**config.mk**
```make
export PLATFORM = sky130hd
export DESIGN_NAME = nes_cpu
export DESIGN_NICKNAME = d
export VERILOG_FILES = /design/src/rtl/nes_cpu_pkg.sv /design/src/rtl/nes_cpu_alu.sv /design/src/rtl/nes_cpu.sv
export SDC_FILE = /design/constraint.sdc
export NUM_CORES = 1
export LEC_CHECK = 0
export CAP_MARGIN = 20
export CORE_MARGIN = 2
export CORE_UTILIZATION = 58
export CTS_CLUSTER_DIAMETER = 200
export DETAILED_ROUTE_END_ITERATION = 10
export GPL_TIMING_DRIVEN = 0
export PLACE_DENSITY = 0.87
export SYNTH_ARGS = -nofsm -noshare
export SYNTH_HDL_FRONTEND = slang
export SYNTH_SLANG_ARGS = --single-unit
```
**constraint.sdc**
```tcl
create_clock -name clk_ph1 -period 6.55 [get_ports clk_ph1]
set_clock_uncertainty 0.05 [all_clocks]
set_input_delay 1.965 -clock clk_ph1 [delete_from_list [all_inputs] [get_ports clk_ph1]]
set_output_delay 1.965 -clock clk_ph1 [all_outputs]
set_load 0.05 [all_outputs]
```
**src/rtl/nes_cpu_pkg.sv**
```systemverilog
// Shared opcodes, ALU/addressing enums and the instruction decoder for nes_cpu.
// Absolute-mode opcodes decode as NOPs unless NES_CPU_ABS_EN is defined.
package nes_cpu_pkg;

    localparam logic [7:0] OpAdcImm = 8'h69;
    localparam logic [7:0] OpAdcZpg = 8'h65;
    localparam logic [7:0] OpAdcAbs = 8'h6D;
    localparam logic [7:0] OpSbcImm = 8'hE9;
    localparam logic [7:0] OpSbcZpg = 8'hE5;
    localparam logic [7:0] OpSbcAbs = 8'hED;
    localparam logic [7:0] OpAndImm = 8'h29;
    localparam logic [7:0] OpAndZpg = 8'h25;
    localparam logic [7:0] OpAndAbs = 8'h2D;
    localparam logic [7:0] OpOraImm = 8'h09;
    localparam logic [7:0] OpOraZpg = 8'h05;
    localparam logic [7:0] OpOraAbs = 8'h0D;
    localparam logic [7:0] OpEorImm = 8'h49;
    localparam logic [7:0] OpEorZpg = 8'h45;
    localparam logic [7:0] OpEorAbs = 8'h4D;
    localparam logic [7:0] OpLdaImm = 8'hA9;
    localparam logic [7:0] OpLdaZpg = 8'hA5;
    localparam logic [7:0] OpLdaAbs = 8'hAD;
    localparam logic [7:0] OpCmpImm = 8'hC9;
    localparam logic [7:0] OpCmpZpg = 8'hC5;
    localparam logic [7:0] OpCmpAbs = 8'hCD;
    localparam logic [7:0] OpClc    = 8'h18;
    localparam logic [7:0] OpSec    = 8'h38;
    localparam logic [7:0] OpClv    = 8'hB8;
    localparam logic [7:0] OpNop    = 8'hEA;

    typedef enum logic [2:0] {
        AluAdd, AluSub, AluAnd, AluOr, AluXor, AluPass, AluCmp
    } alu_op_e;

    typedef enum logic [1:0] {
        ModeImp, ModeImm, ModeZpg, ModeAbs
    } addr_mode_e;

    typedef enum logic [1:0] {
        ImpNop, ImpClc, ImpSec, ImpClv
    } imp_op_e;

    typedef struct packed {
        addr_mode_e mode;
        logic       alu_en;
        alu_op_e    alu_op;
        imp_op_e    imp_op;
    } decode_t;

    function automatic decode_t decode(input logic [7:0] opcode);
        decode_t d;
        d.mode   = ModeImp;
        d.alu_en = 1'b0;
        d.alu_op = AluPass;
        d.imp_op = ImpNop;
        case (opcode)
            OpAdcImm, OpSbcImm, OpAndImm, OpOraImm, OpEorImm, OpLdaImm, OpCmpImm: begin
                d.mode   = ModeImm;
                d.alu_en = 1'b1;
            end
            OpAdcZpg, OpSbcZpg, OpAndZpg, OpOraZpg, OpEorZpg, OpLdaZpg, OpCmpZpg: begin
                d.mode   = ModeZpg;
                d.alu_en = 1'b1;
            end
            OpAdcAbs, OpSbcAbs, OpAndAbs, OpOraAbs, OpEorAbs, OpLdaAbs, OpCmpAbs: begin
                d.mode   = ModeAbs;
                d.alu_en = 1'b1;
            end
            OpClc:   d.imp_op = ImpClc;
            OpSec:   d.imp_op = ImpSec;
            OpClv:   d.imp_op = ImpClv;
            OpNop:   d.imp_op = ImpNop;
            default: d.imp_op = ImpNop;
        endcase
        if (d.alu_en) begin
            case (opcode[7:4])
                4'h6:    d.alu_op = AluAdd;
                4'hE:    d.alu_op = AluSub;
                4'h2:    d.alu_op = AluAnd;
                4'h0:    d.alu_op = AluOr;
                4'h4:    d.alu_op = AluXor;
                4'hC:    d.alu_op = AluCmp;
                default: d.alu_op = AluPass;
            endcase
        end
`ifndef NES_CPU_ABS_EN
        // Without the absolute-mode datapath these are plain 2-cycle NOPs.
        if (d.mode == ModeAbs) begin
            d.mode   = ModeImp;
            d.alu_en = 1'b0;
        end
`endif
        return d;
    endfunction

endpackage

```
**src/rtl/nes_cpu_alu.sv**
```systemverilog
// Combinational ALU for nes_cpu: add/subtract with carry, logic ops, load-pass and compare.
module nes_cpu_alu
    import nes_cpu_pkg::*;
(
    input  logic [7:0] a_i,
    input  logic [7:0] m_i,
    input  logic       c_i,
    input  alu_op_e    op_i,
    output logic [7:0] r_o,
    output logic       c_o,
    output logic       v_o,
    output logic       n_o,
    output logic       z_o
);

    logic [7:0] m_eff;
    logic       carry_in;
    logic [8:0] sum;

    always_comb begin
        // SBC and CMP reuse the adder on the inverted operand; CMP forces carry-in.
        m_eff    = (op_i == AluSub || op_i == AluCmp) ? ~m_i : m_i;
        carry_in = (op_i == AluCmp) ? 1'b1 : c_i;
        sum      = {1'b0, a_i} + {1'b0, m_eff} + {8'h00, carry_in};
        r_o      = sum[7:0];
        c_o      = c_i;
        v_o      = 1'b0;
        case (op_i)
            AluAdd, AluSub, AluCmp: begin
                r_o = sum[7:0];
                c_o = sum[8];
                v_o = (a_i[7] == m_eff[7]) && (sum[7] != a_i[7]);
            end
            AluAnd:  r_o = a_i & m_i;
            AluOr:   r_o = a_i | m_i;
            AluXor:  r_o = a_i ^ m_i;
            AluPass: r_o = m_i;
            default: r_o = m_i;
        endcase
        n_o = r_o[7];
        z_o = (r_o == 8'h00);
    end

endmodule

```
**src/rtl/nes_cpu.sv**
```systemverilog
// nes_cpu top: read-only 6502-subset core with decoder, cycle counter and architectural state.
// Absolute addressing is built only when NES_CPU_ABS_EN is defined.
module nes_cpu
    import nes_cpu_pkg::*;
(
    input  logic        clk_ph1,
    input  logic        rst,
    input  logic        clk_ph2,
    input  logic [7:0]  Data_bus,
    output logic [15:0] Addr_bus,
    output logic [7:0]  IR_dbg,
    output logic [7:0]  AC_dbg,
    output logic [15:0] PC_dbg,
    output logic [2:0]  cycle_dbg
);

    logic [15:0] pc_q, pc_d;
    logic [15:0] addr_q, addr_d;
    logic [7:0]  a_q, a_d;
    logic [7:0]  ir_q, ir_d;
    logic [2:0]  cyc_q, cyc_d;
    logic        c_q, c_d, z_q, z_d, n_q, n_d, v_q, v_d;
`ifdef NES_CPU_ABS_EN
    logic [7:0]  lo_q, lo_d;
`endif

    logic        exec;
    decode_t     dec;
    logic [7:0]  alu_r;
    logic        alu_c, alu_v, alu_n, alu_z;

    // Second phase exists only for pin compatibility.
    logic unused_clk_ph2;
    assign unused_clk_ph2 = clk_ph2;

    nes_cpu_alu u_alu (
        .a_i  (a_q),
        .m_i  (Data_bus),
        .c_i  (c_q),
        .op_i (dec.alu_op),
        .r_o  (alu_r),
        .c_o  (alu_c),
        .v_o  (alu_v),
        .n_o  (alu_n),
        .z_o  (alu_z)
    );

    always_comb begin
        pc_d   = pc_q;
        addr_d = addr_q;
        a_d    = a_q;
        ir_d   = ir_q;
        cyc_d  = cyc_q;
        c_d    = c_q;
        z_d    = z_q;
        n_d    = n_q;
        v_d    = v_q;
`ifdef NES_CPU_ABS_EN
        lo_d   = lo_q;
`endif
        exec   = 1'b0;
        dec    = decode(ir_q);

        case (cyc_q)
            3'd0: begin
                ir_d   = Data_bus;
                pc_d   = pc_q + 16'd1;
                addr_d = pc_q + 16'd1;
                cyc_d  = 3'd1;
            end
            3'd1: begin
                case (dec.mode)
                    ModeImm: begin
                        exec   = 1'b1;
                        pc_d   = pc_q + 16'd1;
                        addr_d = pc_q + 16'd1;
                        cyc_d  = 3'd0;
                    end
                    ModeZpg: begin
                        pc_d   = pc_q + 16'd1;
                        addr_d = {8'h00, Data_bus};
                        cyc_d  = 3'd2;
                    end
`ifdef NES_CPU_ABS_EN
                    ModeAbs: begin
                        lo_d   = Data_bus;
                        pc_d   = pc_q + 16'd1;
                        addr_d = pc_q + 16'd1;
                        cyc_d  = 3'd2;
                    end
`endif
                    default: begin
                        // Implied: the dummy read at PC does not advance PC.
                        exec   = 1'b1;
                        addr_d = pc_q;
                        cyc_d  = 3'd0;
                    end
                endcase
            end
            3'd2: begin
`ifdef NES_CPU_ABS_EN
                if (dec.mode == ModeAbs) begin
                    pc_d   = pc_q + 16'd1;
                    addr_d = {Data_bus, lo_q};
                    cyc_d  = 3'd3;
                end else begin
                    exec   = 1'b1;
                    addr_d = pc_q;
                    cyc_d  = 3'd0;
                end
`else
                exec   = 1'b1;
                addr_d = pc_q;
                cyc_d  = 3'd0;
`endif
            end
`ifdef NES_CPU_ABS_EN
            3'd3: begin
                exec   = 1'b1;
                addr_d = pc_q;
                cyc_d  = 3'd0;
            end
`endif
            default: begin
                addr_d = pc_q;
                cyc_d  = 3'd0;
            end
        endcase

        if (exec) begin
            if (dec.alu_en) begin
                if (dec.alu_op != AluCmp) begin
                    a_d = alu_r;
                end
                n_d = alu_n;
                z_d = alu_z;
                if (dec.alu_op == AluAdd || dec.alu_op == AluSub || dec.alu_op == AluCmp) begin
                    c_d = alu_c;
                end
                if (dec.alu_op == AluAdd || dec.alu_op == AluSub) begin
                    v_d = alu_v;
                end
            end else begin
                case (dec.imp_op)
                    ImpClc:  c_d = 1'b0;
                    ImpSec:  c_d = 1'b1;
                    ImpClv:  v_d = 1'b0;
                    default: c_d = c_q;
                endcase
            end
        end
    end

    always_ff @(posedge clk_ph1) begin
        if (!rst) begin
            pc_q   <= 16'h0000;
            addr_q <= 16'h0000;
            a_q    <= 8'h00;
            ir_q   <= 8'h00;
            cyc_q  <= 3'd0;
            c_q    <= 1'b0;
            z_q    <= 1'b0;
            n_q    <= 1'b0;
            v_q    <= 1'b0;
`ifdef NES_CPU_ABS_EN
            lo_q   <= 8'h00;
`endif
        end else begin
            pc_q   <= pc_d;
            addr_q <= addr_d;
            a_q    <= a_d;
            ir_q   <= ir_d;
            cyc_q  <= cyc_d;
            c_q    <= c_d;
            z_q    <= z_d;
            n_q    <= n_d;
            v_q    <= v_d;
`ifdef NES_CPU_ABS_EN
            lo_q   <= lo_d;
`endif
        end
    end

    assign Addr_bus  = addr_q;
    assign IR_dbg    = ir_q;
    assign AC_dbg    = a_q;
    assign PC_dbg    = pc_q;
    assign cycle_dbg = cyc_q;

endmodule

```
==> results of run 1 <==
==> registers in the layout, summed over array words and instances (netlist names) <==
| register | cells |
|---|---|
| AC_dbg | 8 |
| PC_dbg | 16 |
| cycle_dbg | 2 |
| c_q | 1 |
| IR_dbg | 8 |
| Addr_bus | 16 |
==> report_power, final <==
group          internal [mW]  switching, mW
combinational         0.0550          0.101
clock                  0.116          0.114
sequential             0.318         0.0126
total                  0.489          0.228
==> worst max-delay path, stage by stage <==
cell             delay [ns]
clkdlybuf4s50_1        0.58
xnor2_1                0.29
fa_1                   0.24
inv_1                  0.06
fa_1                   0.42
nor2b_1                0.26
o2111ai_1              0.17
nand3b_1               0.15
xnor2_1                0.16
o211ai_1               0.12
==> final timing paths <==
check / start / to / slack, ns / cells after the start
setup / recovery: Data_bus[0] / AC_dbg[6] / 2.28 / 10
hold / removal: AC_dbg[2] / AC_dbg[2] / 0.47 / 2
hold reg to reg: AC_dbg[2] / AC_dbg[2] / 0.47 / 2
setup reg to reg: IR_dbg[2] / AC_dbg[6] / 3.06 / 13
==> final cells by class <==
type                    count  area share
clock inverters             2     0.00897
inverters                  27      0.0234
well taps                  75      0.0217
multi-input cells         314       0.518
plain buffers              26      0.0388
repair buffers             59       0.137
clock buffers               6      0.0168
flip-flops and latches     51       0.236
==> cell usage in the layout, fill, tap and decap left out, drive strengths merged, types with 5 or more instances in the layout <==
master,count
nand4,7
nor2,43
xnor2,22
clkbuf,21
a21oi,15
clkdlybuf4s50,59
xor2,9
o21a,7
buf,11
nand2,34
o21ai,28
nand3,7
mux2i,10
inv,28
nand2b,5
nor2b,7
o211ai,8
a22oi,11
nor3,5
dfxtp,51
a222oi,6
ha,29
==> stage by stage <==
stage / area [um2] / total power [mW] / instances / hold slack (ns)
2_1_floorplan: 3530 / 0.439 / 418 / 0.441
3_3_place_gp: 4210 / 0.485 / 552 / 0.448
3_5_place_dp: 4210 / 0.490 / 552 / 0.454
4_1_cts: 4320 / 0.714 / 560 / 0.468
5_1_grt: 4320 / 0.740 / 560 / 0.491
6_report: 4320 / 0.717 / 560 / 0.467
==> per-layer routing <==
| layer | GRT usage | vias to the layer above | routed length, um |
|---|---|---|---|
| li1 | - | 1618 | - |
| met1 | 0.415 | 1641 | 4170 |
| met2 | 0.477 | 199 | 4430 |
| met3 | 0.0440 | 19 | 827 |
| met4 | 0.0817 | 0 | 149 |
| met5 | 0 | - | 0 |
==> logic make-up (layout without fill, tap and decap cells) <==
group                      Yosys count  count (layout)
and+or+nand+nor                    136             136
AOI/OAI and AO/OA                  105             105
buffers and inverters               53             120
DFF                                 51              51
adders and majority gates           31              31
xor gates and xnor gates            31              31
muxes                               10              10
other                                1               1
==> summary.txt, run 1 <==
Yosys
  • Cells after synthesis: 418
  • Synth area leaders: dfxtp_1 29%, ha_1 10%, xnor2_1 5.5%, nor2_1 4.5%, nand2_1 3.5%
  • Top-count cell post-synth: dfxtp_1
  • Synth Area in Simple Gates: 0.212
  • XOR/XNOR Fraction of Synth Area: 0.0770
  • Synth Area in Compound Gates: 0.201
  • Post-synthesis cell type count: 62
  • EDFF count, synth: 0
  • Syn Area/Cell: 8.44 um2
  • Synth top cells by count: 51 x dfxtp_1, 42 x nor2_1, 33 x nand2_1, 29 x ha_1, 27 x inv_1
  • Largest family of logic cells by synthesized area: simple AND/OR/NAND/NOR gates
  • Synthesis-stage register bit count: 51
  • Seq/Total Area, Yosys: 0.289
  • Main flop type after synthesis: dfxtp_1
  • Synth Warn #: 0
  • Largest area contributor in the netlist: dfxtp_1
  • Synth Area in Adders: 0.114
  • Area of the mapped netlist: 3530 um2
  • Ys async rst share: 0
  • Mux contribution to synthesized area: 0.0284
  • Syn_nets: 460
  • Post-synth top area share: 0.289

Clocking
  • CTS Buffer Depth: 2
  • Clock root buffer: clkbuf_8
  • Reg clk slew, reported paths: 0.10 ns
  • Clock latency on the worst-skew pair: 0.31 ns
  • CTS tree: built
  • # resized after CTS: 0
  • CTS Hold Bufs: 0
  • H-tree Lvls: 2
  • CTS Buf Count: 5
  • CTS sink cnt: 51
  • Post-CTS setup buffer count: 0

GRT
  • Total track usage: 0.297
  • Antenna violations before repair: 0
  • Pin count of the biggest net entering global routing: 17
  • First-pass GRT wire length: 15,300 um
  • Grt total ovfl: 0
  • Vias in the first global route: 3,183

Detailed routing
  • Wire per inst: 17.1 um
  • Avg Vias per Cell: 6.21
  • Vias: 3,477
  • Drt initial violations: 450
  • Final antenna-violating net count: 0
  • Pre-Repair DR Iteration Count: 9
  • Drt drc: 0
  • Final wirelength: 9590 um

Placement
  • Setup WS pre-CTS: 2.02 ns
  • Port bufs: 59
  • Final Wtd Congestion: 0.954
  • DPL Wire Length: 7100 um

Pwr
  • P_leak: 1.76 nW
  • P per Cell Area: 166 nW/um2
  • Worst VDD drop: 0.115 mV

Critical path
  • Crit. End Element: flop
  • WS Path Type: input pin to flop
  • Setup crit start kind: input pin
  • Worst Path Arrival: 4.41 ns
  • Critical Path Fanout Max: 6
  • Worst path required time: 6.69 ns

Final layout
  • Antenna cells: 0
  • Nets@finish: 526
  • FF+latch area: 1020 um2
  • Area Growth Syn to Fin: 22.6%
  • Fill cells: 477
  • Final Util: 0.734
  • Share of cells above drive strength 1: 0.0660
  • Multi-input gate area: 2240 um2

Timing
  • Peak Freq: 0.234 GHz
  • Final Max Tran Viols: 0
  • Final hold violation count: 0
  • Worst slew pin tran: 0.747 ns
  • RSZ-0062 raised after global routing: no
  • Max-slew headroom: 0.499
  • Final worst setup slack: 2.28 ns
  • Tmin final: 4.27 ns
  • Period utilization: 0.652
  • Setup TNS: 0 ns
  • # setup viols final: 0

Floorplanning
  • Die area: 6720 um2
  • Height of the die: 82.0 um
  • Chip width: 82.0 um
  • Core area: 5890 um2
  • Initial Util: 0.599
  • Ports: 62
  • FP Rows: 28

Job
  • Max Cap Violations: 0

Min path
  • Worst Hold Class: flop to flop

Run status
  • Status: complete, no violations
Note: power is estimated with default switching activity, not from simulation.
==> run 2: changes to the inputs <==
--- a/config.mk
+++ b/config.mk
@@ -7,11 +7,11 @@
 export LEC_CHECK = 0
 export CAP_MARGIN = 20
 export CORE_MARGIN = 2
-export CORE_UTILIZATION = 58
+export CORE_UTILIZATION = 48
 export CTS_CLUSTER_DIAMETER = 200
 export DETAILED_ROUTE_END_ITERATION = 10
 export GPL_TIMING_DRIVEN = 0
-export PLACE_DENSITY = 0.87
+export PLACE_DENSITY = 0.77
 export SYNTH_ARGS = -nofsm -noshare
 export SYNTH_HDL_FRONTEND = slang
 export SYNTH_SLANG_ARGS = --single-unit
==> constraint.sdc (replaced) <==
create_clock -name clk_ph1 -period 3.57 [get_ports clk_ph1]
set_clock_uncertainty 0.05 [all_clocks]
set_input_delay 1.071 -clock clk_ph1 [delete_from_list [all_inputs] [get_ports clk_ph1]]
set_output_delay 1.071 -clock clk_ph1 [all_outputs]
set_load 0.05 [all_outputs]
==> run 2 against run 1 <==
Compared with the run above: register-to-register slack lost 2.8 ns; largest power group unchanged; worst setup slack lost 2.0 ns; utilization shrank 13 points; clock power grew 72%; highest routed layer unchanged; design area grew 0.58%; clock-buffer cell count shrank 1; sequential cell count is the same; sequential power grew 83%.
==> summary.txt, run 2 (synthesized netlist as in run 1, its figures left out) <==
Timing
  • Setup TNS: 0 ns (unchanged)
  • RSZ-0062 raised after global routing: no (unchanged)
  • # setup viols final: 0 (unchanged)
  • Worst slew pin tran: 0.758 ns (was 0.747 ns)
  • Final hold violation count: 0 (unchanged)
  • Period utilization: 0.927
  • Max-slew headroom: 0.492 (was 0.499)
  • Final Max Tran Viols: 0 (unchanged)
  • Tmin final: 3.31 ns
  • Peak Freq: 0.302 GHz
  • Hold_ws: 0.481 ns (was 0.467 ns)
  • Final worst setup slack: 0.261 ns (was 2.28 ns)

Clocking
  • CTS Hold Bufs: 0 (unchanged)
  • Clock latency on the worst-skew pair: 0.30 ns (was 0.31 ns)
  • # resized after CTS: 0 (unchanged)
  • CTS tree: built (unchanged)
  • H-tree Lvls: 2 (unchanged)
  • CTS Buf Count: 5 (unchanged)
  • Post-CTS setup buffer count: 0 (unchanged)
  • Clock root buffer: clkbuf_8 (unchanged)
  • Reg clk slew, reported paths: 0.10 ns (about the same)
  • CTS sink cnt: 51 (unchanged)
  • CTS Buffer Depth: 2 (unchanged)

Critical path
  • Worst Path Arrival: 3.48 ns (was 4.41 ns)
  • Setup crit start kind: flop (was input pin)
  • CP Buf/Inv Count: 2 (unchanged)
  • Max incr delay on CP: 0.49 ns (was 0.58 ns)
  • WS Path Type: flop to flop (was input pin to flop)
  • Critical Path Fanout Max: 10 (was 6)
  • Crit. End Element: flop (unchanged)
  • CP cell instances: clkbuf_1 -> nor2_1 -> a21boi_1 -> nand2_1 -> ha_1 -> o21ai_0 -> clkbuf_1 -> o21ai_0 -> a311oi_1 (was clkdlybuf4s50_1 -> xnor2_1 -> fa_1 -> inv_1 -> fa_1 -> nor2b_1 -> o2111ai_1 -> nand3b_1 -> xnor2_1 -> o211ai_1)
  • Crit path max-delay family: compound AO/OA/AOI/OAI gates (was adder cells)
  • CP max-delay cell: o21ai_0 (was clkdlybuf4s50_1)
  • R2r setup slk: 0.26 ns (was 3.06 ns)
  • Worst path required time: 3.74 ns (was 6.69 ns)

Floorplanning
  • Die area: 8050 um2 (was 6720 um2)
  • Initial Util: 0.492 (was 0.599)
  • Core area: 7180 um2 (was 5890 um2)
  • Chip width: 89.7 um (was 82.0 um)
  • Height of the die: 89.7 um (was 82.0 um)
  • FP Rows: 31 (was 28)
  • Ports: 62 (unchanged)

GRT
  • First-pass GRT wire length: 14,900 um (was 15,300 um)
  • Grt total ovfl: 0 (unchanged)
  • Vias in the first global route: 3,066 (was 3,183)
  • Pin count of the biggest net entering global routing: 16 (was 17)
  • Total track usage: 0.221 (was 0.297)
  • Antenna violations before repair: 0 (unchanged)

Detailed routing
  • Wire per inst: 15.3 um (was 17.1 um)
  • Final wirelength: 8900 um (was 9590 um)
  • Avg Vias per Cell: 5.67 (was 6.21)
  • Final antenna-violating net count: 0 (unchanged)
  • Pre-Repair DR Iteration Count: 7 (was 9)
  • Vias: 3,307 (was 3,477)
  • Drt initial violations: 200 (was 450)
  • Drt drc: 0 (unchanged)

Pwr
  • Post-route total power: 1.28 mW (was 0.717 mW)
  • P per Cell Area: 295 nW/um2 (was 166 nW/um2)
  • P_leak: 1.75 nW (was 1.76 nW)
  • Worst VDD drop: 0.166 mV (was 0.115 mV)

Final layout
  • Share of cells above drive strength 1: 0.0661 (was 0.0660)
  • Final Util: 0.606 (was 0.734)
  • Nets@finish: 526 (unchanged)
  • Fill cells: 637 (was 477)
  • Antenna cells: 0 (unchanged)
  • Area Growth Syn to Fin: 23.3% (was 22.6%)
  • Most common cell after layout, fill and taps aside: clkdlybuf4s50_1 (unchanged)
  • Commonest cells after routing, fill and taps aside: 59 x clkdlybuf4s50_1, 51 x dfxtp_1, 42 x nor2_1, 33 x nand2_1, 29 x ha_1 (unchanged)

Placement
  • Final Wtd Congestion: 0.911 (was 0.954)
  • DPL Wire Length: 6890 um (was 7100 um)
  • Port bufs: 59 (unchanged)
  • Setup WS pre-CTS: 0.0506 ns (was 2.02 ns)

Job
  • Max Cap Violations: 0 (unchanged)

Min path
  • Worst Hold Class: flop to flop (unchanged)

Run status
  • Status: complete, no violations (unchanged)
[run 2: path summary, 6_finish.rpt]
kind / start / end / cells after the start
setup / recovery: IR_dbg[6] / Addr_bus[11] / 9
hold reg to reg: AC_dbg[1] / AC_dbg[1] / 2
setup reg to reg: IR_dbg[6] / Addr_bus[11] / 9
hold / removal: AC_dbg[1] / AC_dbg[1] / 2
[run 2: cell type report]
type / instances / area, um2 / area share
buffer: 26 / 168 / 0.0386
clock buffer: 5 / 68.8 / 0.0158
clock inverter: 2 / 37.5 / 0.00863
inverter: 27 / 101 / 0.0233
multi-input combinational: 314 / 2240 / 0.515
sequential: 51 / 1020 / 0.235
tap: 99 / 124 / 0.0285
timing repair buffer: 59 / 591 / 0.136
[run 2: worst reg2reg max path: stages (launching register included)]
cell and delay [ns]:
dfxtp_1 0.37, clkbuf_1 0.35, nor2_1 0.14, a21boi_1 0.41, nand2_1 0.15, ha_1 0.37, o21ai_0 0.49, clkbuf_1 0.45
o21ai_0 0.18, a311oi_1 0.27
[run 2: metrics by stage]
| stage | cells | instance area, um2 |
|---|---|---|
| 2_1_floorplan | 418 | 3530 |
| 3_3_place_gp | 576 | 4240 |
| 3_5_place_dp | 576 | 4240 |
| 4_1_cts | 583 | 4350 |
| 5_1_grt | 583 | 4350 |
| 6_report | 583 | 4350 |
[run 2: routing by layer]
metal  vias to the layer above  part of all wire  global-route usage
met3                        17             0.048              0.0285
li1                       1614                 -                   -
met5                         -                 0                   0
met4                         0             0.019              0.0654
met2                       120              0.50               0.404
met1                      1556              0.43               0.272
[run 2: power by group]
part / leakage, nW / total [mW] / internal [mW] / switching, mW
Sequential: 0.414 / 0.605 / 0.584 / 0.0211
Clock: 0.0502 / 0.396 / 0.205 / 0.191
Combinational: 1.29 / 0.282 / 0.101 / 0.181
Total: 1.75 / 1.28 / 0.890 / 0.393
